[src/rtl/hack_fetch_pkg.sv]
// Shared types and limits for the instruction fetch unit.
// fetch_tag_t tracks one ROM read while it is in flight.
// fetch_entry_t is one returned {address, instruction} pair in the return buffer.
package hack_fetch_pkg;

    localparam int HACK_ADDR_W = 16;
    localparam int HACK_DATA_W = 16;
    localparam int ROM_LAT_MAX = 3;

    typedef struct packed {
        logic                   valid;
        logic [HACK_ADDR_W-1:0] addr;
    } fetch_tag_t;

    typedef struct packed {
        logic [HACK_ADDR_W-1:0] addr;
        logic [HACK_DATA_W-1:0] data;
    } fetch_entry_t;

endpackage

[src/rtl/fetch_fifo.sv]
// Synchronous return buffer of fetch_entry_t.
// clear_i empties the buffer on the next edge and wins over push/pop.
// Push and pop in the same cycle are both honoured, including when full;
// the parent's credit check guarantees a push into a full buffer only
// happens together with a pop.
module fetch_fifo
    import hack_fetch_pkg::*;
#(
    parameter int DEPTH = 4,
    localparam int PTR_W = $clog2(DEPTH),
    localparam int CNT_W = PTR_W + 1
) (
    input  logic             clk,
    input  logic             rst,
    input  logic             clear_i,
    input  logic             push_i,
    input  fetch_entry_t     entry_i,
    input  logic             pop_i,
    output fetch_entry_t     head_o,
    output logic [CNT_W-1:0] count_o
);

    fetch_entry_t     mem_q [DEPTH];
    logic [PTR_W-1:0] wr_ptr_q, wr_ptr_d;
    logic [PTR_W-1:0] rd_ptr_q, rd_ptr_d;
    logic [CNT_W-1:0] count_q, count_d;

    // Next pointers and occupancy; pointers wrap naturally at DEPTH (power of two).
    always_comb begin
        wr_ptr_d = wr_ptr_q;
        rd_ptr_d = rd_ptr_q;
        count_d  = count_q;
        if (clear_i) begin
            wr_ptr_d = '0;
            rd_ptr_d = '0;
            count_d  = '0;
        end else begin
            if (push_i) begin
                wr_ptr_d = wr_ptr_q + PTR_W'(1);
            end
            if (pop_i) begin
                rd_ptr_d = rd_ptr_q + PTR_W'(1);
            end
            count_d = count_q + CNT_W'(push_i) - CNT_W'(pop_i);
        end
    end

    // Pointer and count registers.
    always_ff @(posedge clk) begin
        if (rst) begin
            wr_ptr_q <= '0;
            rd_ptr_q <= '0;
            count_q  <= '0;
        end else begin
            wr_ptr_q <= wr_ptr_d;
            rd_ptr_q <= rd_ptr_d;
            count_q  <= count_d;
        end
    end

    // Storage array; contents are meaningless while count is zero, so no reset.
    always_ff @(posedge clk) begin
        if (push_i && !clear_i) begin
            mem_q[wr_ptr_q] <= entry_i;
        end
    end

    assign head_o  = mem_q[rd_ptr_q];
    assign count_o = count_q;

endmodule

[src/rtl/instr_fetch_unit.sv]
// Instruction fetch unit: accepts PC addresses, issues synchronous ROM reads,
// and returns {addr, instruction} pairs in accept order through a return FIFO.
// A request is only accepted when every in-flight read already has a FIFO slot
// reserved, so returning ROM data never has to be dropped (except on flush).
// Optional build macro: FETCH_COUNT_EN adds the saturating fetch_count output.
//
// Handshakes: a transfer happens on a rising edge where valid and ready are both
// high; valid never depends on ready, and the offering side holds its payload
// stable while valid is high and ready is low.
module instr_fetch_unit
    import hack_fetch_pkg::*;
#(
    parameter int ADDR_W     = HACK_ADDR_W,
    parameter int DATA_W     = HACK_DATA_W,
    parameter int ROM_LAT    = 1,   // 1..ROM_LAT_MAX
    parameter int FIFO_DEPTH = 4    // power of two, >= ROM_LAT+1
) (
    input  logic              clk,
    input  logic              rst,
    input  logic              req_valid,
    input  logic [ADDR_W-1:0] req_addr,
    output logic              req_ready,
    input  logic              flush,
    output logic              rom_en,
    output logic [ADDR_W-1:0] rom_addr,
    input  logic [DATA_W-1:0] rom_data,
    output logic              instr_valid,
    output logic [ADDR_W-1:0] instr_addr,
    output logic [DATA_W-1:0] instr_data,
    input  logic              instr_ready
`ifdef FETCH_COUNT_EN
    ,
    output logic [15:0]       fetch_count
`endif
);

    localparam int CNT_W = $clog2(FIFO_DEPTH) + 1;
    localparam int OCC_W = CNT_W + 1;
    localparam int INF_W = $clog2(ROM_LAT + 1);

    fetch_tag_t       tag_q [ROM_LAT];
    fetch_tag_t       tag_d [ROM_LAT];
    logic [INF_W-1:0] inflight;
    logic [OCC_W-1:0] occupancy;
    logic [CNT_W-1:0] fifo_count;
    fetch_entry_t     fifo_head;
    fetch_entry_t     push_entry;
    logic             credit_ok;
    logic             accept;
    logic             push;
    logic             pop;

    // Count reads issued to the ROM whose data has not yet reached the FIFO.
    always_comb begin
        inflight = '0;
        for (int i = 0; i < ROM_LAT; i++) begin
            inflight = inflight + INF_W'(tag_q[i].valid);
        end
    end

    // Credit: every in-flight read plus every buffered entry owns one FIFO slot.
    assign occupancy = OCC_W'(inflight) + OCC_W'(fifo_count);
    assign credit_ok = occupancy < OCC_W'(FIFO_DEPTH);
    assign req_ready = !rst && !flush && credit_ok;
    assign accept    = req_valid && req_ready;

    // The ROM is strobed in the same cycle the address is accepted.
    assign rom_en   = accept;
    assign rom_addr = req_addr;

    // Tag shift pipe next state: stage 0 captures the accept, later stages shift;
    // flush kills every tag so no stale data is pushed later.
    always_comb begin
        for (int i = 0; i < ROM_LAT; i++) begin
            tag_d[i] = '0;
        end
        tag_d[0].valid = accept;
        tag_d[0].addr  = req_addr;
        for (int i = 1; i < ROM_LAT; i++) begin
            tag_d[i]       = tag_q[i-1];
            tag_d[i].valid = tag_q[i-1].valid && !flush;
        end
    end

    // Tag shift pipe registers.
    always_ff @(posedge clk) begin
        if (rst) begin
            for (int i = 0; i < ROM_LAT; i++) begin
                tag_q[i] <= '0;
            end
        end else begin
            for (int i = 0; i < ROM_LAT; i++) begin
                tag_q[i] <= tag_d[i];
            end
        end
    end

    // The last pipe stage lines up with rom_data for that read.
    assign push       = tag_q[ROM_LAT-1].valid && !flush;
    assign push_entry = {tag_q[ROM_LAT-1].addr, rom_data};

    assign instr_valid = !rst && (fifo_count != '0);
    assign pop         = instr_valid && instr_ready;
    assign instr_addr  = fifo_head.addr;
    assign instr_data  = fifo_head.data;

    fetch_fifo #(
        .DEPTH (FIFO_DEPTH)
    ) u_fifo (
        .clk     (clk),
        .rst     (rst),
        .clear_i (flush),
        .push_i  (push),
        .entry_i (push_entry),
        .pop_i   (pop),
        .head_o  (fifo_head),
        .count_o (fifo_count)
    );

`ifdef FETCH_COUNT_EN
    logic [15:0] fetch_count_q, fetch_count_d;

    // Delivered-instruction count, saturating; flush does not touch it.
    always_comb begin
        fetch_count_d = fetch_count_q;
        if (pop && (fetch_count_q != 16'hFFFF)) begin
            fetch_count_d = fetch_count_q + 16'd1;
        end
    end

    // Delivered-instruction count register.
    always_ff @(posedge clk) begin
        if (rst) begin
            fetch_count_q <= '0;
        end else begin
            fetch_count_q <= fetch_count_d;
        end
    end

    assign fetch_count = fetch_count_q;
`else
    // Delivery counter not built in this configuration.
`endif

endmodule

[config.mk]
export PLATFORM = sky130hd
export DESIGN_NAME = instr_fetch_unit
export DESIGN_NICKNAME = d
export VERILOG_FILES = /design/src/rtl/hack_fetch_pkg.sv /design/src/rtl/fetch_fifo.sv /design/src/rtl/instr_fetch_unit.sv
export SDC_FILE = /design/constraint.sdc
export NUM_CORES = 1
export LEC_CHECK = 0
export CAP_MARGIN = 20
export CORE_MARGIN = 1.5
export CORE_UTILIZATION = 53
export CTS_CLUSTER_SIZE = 12
export DETAILED_ROUTE_END_ITERATION = 8
export PLACE_DENSITY = 0.79
export SYNTH_ARGS = -nofsm -noshare
export SYNTH_HDL_FRONTEND = slang
export SYNTH_SLANG_ARGS = --single-unit
[constraint.sdc]
create_clock -name clk -period 2.3 [get_ports clk]
set_input_delay 0.46 -clock clk [delete_from_list [all_inputs] [get_ports clk]]
set_output_delay 0.46 -clock clk [all_outputs]
set_load 0.005 [all_outputs]
# Word-level counts from Yosys, hierarchy flattened
# Memory sizes are Yosys's and may differ from the RTL's. A register that Yosys moved wholly into a read port is not among the register bits.
# Cells that the tools add are included.
# W data, S select, Z words.
# word_totals
in_bits	37
reg_bits	7
n_memories	2
elab_cells	32
output_inout_bits	51
ram_bits	145
# memory_table
memory	depth	word_bits	rd	rd_ports_with_merged_regs	wr	line	rtl
u_fifo.mem_q	4	32	1	1	1	fetch_fifo.sv:23	fetch_entry_t mem_q [DEPTH];
tag_q	1	17	1	0	1	instr_fetch_unit.sv:41	fetch_tag_t tag_q [ROM_LAT];
# classes
muxes	9
magnitude_cmp	1
n_addsub	5
n_reduce_logical	12
# op_table
cell	count
$mux W17	1
$reduce_or A17 Y1	1
$logic_and A1 B1 Y1	7
$mux W1	6
$add A1 B3 Y4	1
$add A2 B1 Y2 const B	2
$lt A4 B3 Y1 const B	1
$mux W2	2
$add A3 B1 Y3	1
$reduce_bool A3 Y1	1
$sub A3 B1 Y3	1
$logic_not A1 Y1	2
$reduce_or A2 Y1	1

# Longest topological paths before layout
# logic_depth
word_depth	5
ltp_mapped	9
mapped_depth_nobuf	9

# Cells and area by module
# A second synthesis with hierarchy kept.
# hier_totals
hier_cells	272
area_unflattened_um2	5740.5
# by_module_without_submodules
module	cells_per_inst	seq_area_each_um2	area_each_um2	instances
fetch_fifo	212	4023.9	5104.9	1
instr_fetch_unit	60	340.3	635.6	1

# Least setup slack after synthesis
# OpenSTA, ideal clock, no wires.
# synth_path
path_type	input port to flip-flop
start	input port flush
end	memory u_fifo.mem_q[0][0] in the netlist's numbering (enable)
required_time_ns	1.908
setup_slack_ns	0.423
path_buffers	0
stages	2
setup_time_ns	0.392
arrival_ns	1.485
cell_sequence	nor2b_1 > and2_1
# synth_between
elab_chain_cells	5
# synth_lines
element	line	rtl
from (decl)	instr_fetch_unit.sv:23	input logic flush,
$logic_not A1 Y1 (*)	fetch_fifo.sv:63, instr_fetch_unit.sv:99	
$logic_and A1 B1 Y1	instr_fetch_unit.sv:99	assign push = tag_q[ROM_LAT-1].valid && !flush;
$logic_and A1 B1 Y1 (*)	fetch_fifo.sv:63	if (push_i && !clear_i) begin
$mux W1 (*)	fetch_fifo.sv:63	
$mux W1 (not written as such) (*)	fetch_fifo.sv:64	mem_q[wr_ptr_q] <= entry_i;
to (decl)	fetch_fifo.sv:23	
# Every way passes the cells marked *; elsewhere a longest branch is shown, timed or not.

==> flow_summary.yaml <==
timing:
  hold_slack_ps: 480.8
  rsz0062_at_grt: "yes"
  final_max_slew_viol_count: 0
  fin_crit_ps: 2274
  slew_headroom_pct: 75.73
  tns_ps: 0
  setup_ws_ps: 25.67
  setup_viol: 0
  skew_ps: 8.632
  worst_pin_slew_ps: 363.2
  period_share_pct: 98.88
  fmax_ghz: 0.4397
  hold_viol: 0
drt:
  vias_per_cell: 5.220
  vias: 2772
  wirelength_um: 10120
  wl_per_cell_um: 19.07
  first_iter_violations: 150
  drc: 0
  ant_nets: 0
  drtPass1Iterations: 4
worst_setup_path:
  regToRegEndpoint: "u_fifo.count_o[2]"
  end_kind: "primary output"
  worstPathMaxFanout: 7
  criticalPathCategory: "reg2out"
  startpoint_type: "register"
  worstPathRequired_ps: 1840
  r2r_cells: 9
  r2r_slack_ps: 330
  timing.rr.start: "u_fifo.count_o[1]"
  cp.arrival_ps: 1810
  timing.critical_path.to: "instr_addr[3]"
floorplan:
  num_rows: 37
  initial_core_util_pct: 55.34
  die_x_um: 107.3
  core_sq_um: 10420
  die_y_um: 107.3
  dieArea_sq_um: 11510
  ios: 88
hold_path:
  hold_class: "reg2reg"
  min-delay-start: "tag_q[0][12]"
yosys:
  syn_avg_cell_area_sq_um: 21.11
  synthCells: 273
  ys_types: 30
  synth_seq_cells: 154
  yosysSeqAreaShare_pct: 75.71
  yosys_warnings: 0
  syn_nets: 318
  syn_area_sq_um: 5764
global_route:
  grt_pass1_vias: 2930
  antenna_found_initial: 0
  track_usage_pct: 19.43
  overflow: 0
  grt_max_degree: 33
  grt_first_pass_wirelength_um: 15750
outcome:
  outcome: "completed"
place:
  gp_congestion: 0.7473
  port_buffers: 87
  dp_hpwl_um: 6120
  dp_slack_ps: -230.2
cells_and_area:
  final_util_pct: 70.32
  antennaDiodeCount: 0
  drive_gt1_share_pct: 34.43
  area_growth_pct: 27.07
  final_nets: 427
clock_network:
  path_clk_slew_ps: 60
  htree_levels: 4
  cts-root-buf: "clkbuf_8"
  clk_latency_ps: 520
  cts_tree: "built"
  clock-sinks: 154
  cts_made_buffers: 17
  clk_path_buf_depth: 2
pwr:
  power_density_nw_per_um2: 770.3
  peakVddDrop_uv: 522.0
  p_leak_nw: 2.517
flow_run:
  cap_violations: 0
[kinds of logic after synthesis]
group	count (synthesis)	synth area share [%]
buffers and inverters	32	4.298
AND/OR/NAND/NOR	38	4.146
XOR/XNOR	2	0.3039
adder cells (fa/ha/maj)	8	1.867
flip-flops	154	75.71
AO/OA/AOI/OAI	3	0.3038
multiplexers	36	13.37
[routing by layer]
metal,up-vias,track usage (%),share of wire [%],wire [um]
met3,8,5.751,4.4,449
li1,1274,-,-,-
met4,0,7.714,0.86,87
met5,-,0,0,0
met2,75,31.48,52,5255
met1,1415,24.81,43,4333
[cell type report]
type,count,area [sq um]
clock buffers,20,445.4
well taps,136,170.2
repair buffers,115,1062
clock inverters,12,77.57
flip-flops and latches,154,4377
fillers,647,3092
inverters,7,26.28
multi-input cells,87,1166
[metrics by stage]
stage	cell area [sq um]	instances	power [mW]
after floorplan	5764	273	3.187
after detailed placement	6792	486	3.319
final	7325	531	5.642
after CTS	7386	533	5.691
after global routing	7325	531	5.820
after global placement	6792	486	3.310
[worst min path at each step]
stage                     endpoint  slack [ps]  cells past startpoint
5_1_grt        u_fifo.mem_q[0][25]         510                      0
6_report       u_fifo.mem_q[2][28]         480                      0
3_5_place_dp   u_fifo.mem_q[2][28]         470                      0
3_3_place_gp   u_fifo.mem_q[2][17]         450                      0
2_1_floorplan  u_fifo.mem_q[0][16]         440                      0
4_1_cts        u_fifo.mem_q[1][29]         480                      0
[what timing repair did]
action                     in CTS  in global routing
hold buffers                    0                  0
resized for setup             131                 13
setup endpoints to repair      34                 31
gates cloned                    2                  0
buffers inserted               13                  1
pin swaps                       1                  1
[flip-flops by register name (all words and copies together) (netlist names), named ones only]
register	cells
u_fifo.wr_ptr_q	2
u_fifo.count_o	3
u_fifo.rd_ptr_q	2
u_fifo.mem_q	128
tag_q	17
[Yosys cell counts (all sizes together)]
master	count	area share, %
fa	1	0.35
clkbuf	1	0.065
and2b	6	0.78
mux2	2	0.39
dfxtp	26	9.0
nor2	9	0.63
mux2i	2	0.35
and2	4	0.43
o21ai	1	0.087
and4b	1	0.17
nor3	1	0.17
edfxtp	128	67
nand2	1	0.065
mux4	32	13
buf	24	3.8
or3	1	0.11
xnor2	2	0.30
ha	7	1.5
or2	1	0.11
inv	7	0.46
nor3b	3	0.48
a21oi	1	0.087
nor2b	11	1.2
o211ai	1	0.13
[power breakdown]
part	switching (mW)	total (mW)	internal, mW
logic	0.0668	0.186	0.119
registers	0.0198	3.06	3.04
clock network	1.03	2.39	1.37
total	1.11	5.64	4.53
[worst max-delay path, stage by stage, from the launching register on]
cell and delay [ps]:
dfxtp_4 370, buf_4 140, buf_16 130, mux4_2 510, buf_2 140
[placed cells by master (no fill, tap or decap), drive strengths merged]
cell type	count
and2	4
o21ai	1
mux2i	2
and4b	1
dfxtp	26
a21oi	1
xnor2	2
buf	53
clkbuf	25
nor2b	11
or2	1
clkdlybuf4s50	53
and2b	6
mux2	2
nor3	1
edfxtp	128
nand2	1
fa	1
ha	7
nor3b	3
inv	7
o211ai	1
clkdlybuf4s15	4
clkinvlp	7
mux4	32
or3	1
clkinv	5
nor2	9
Note: power is estimated with default switching activity, not from simulation.
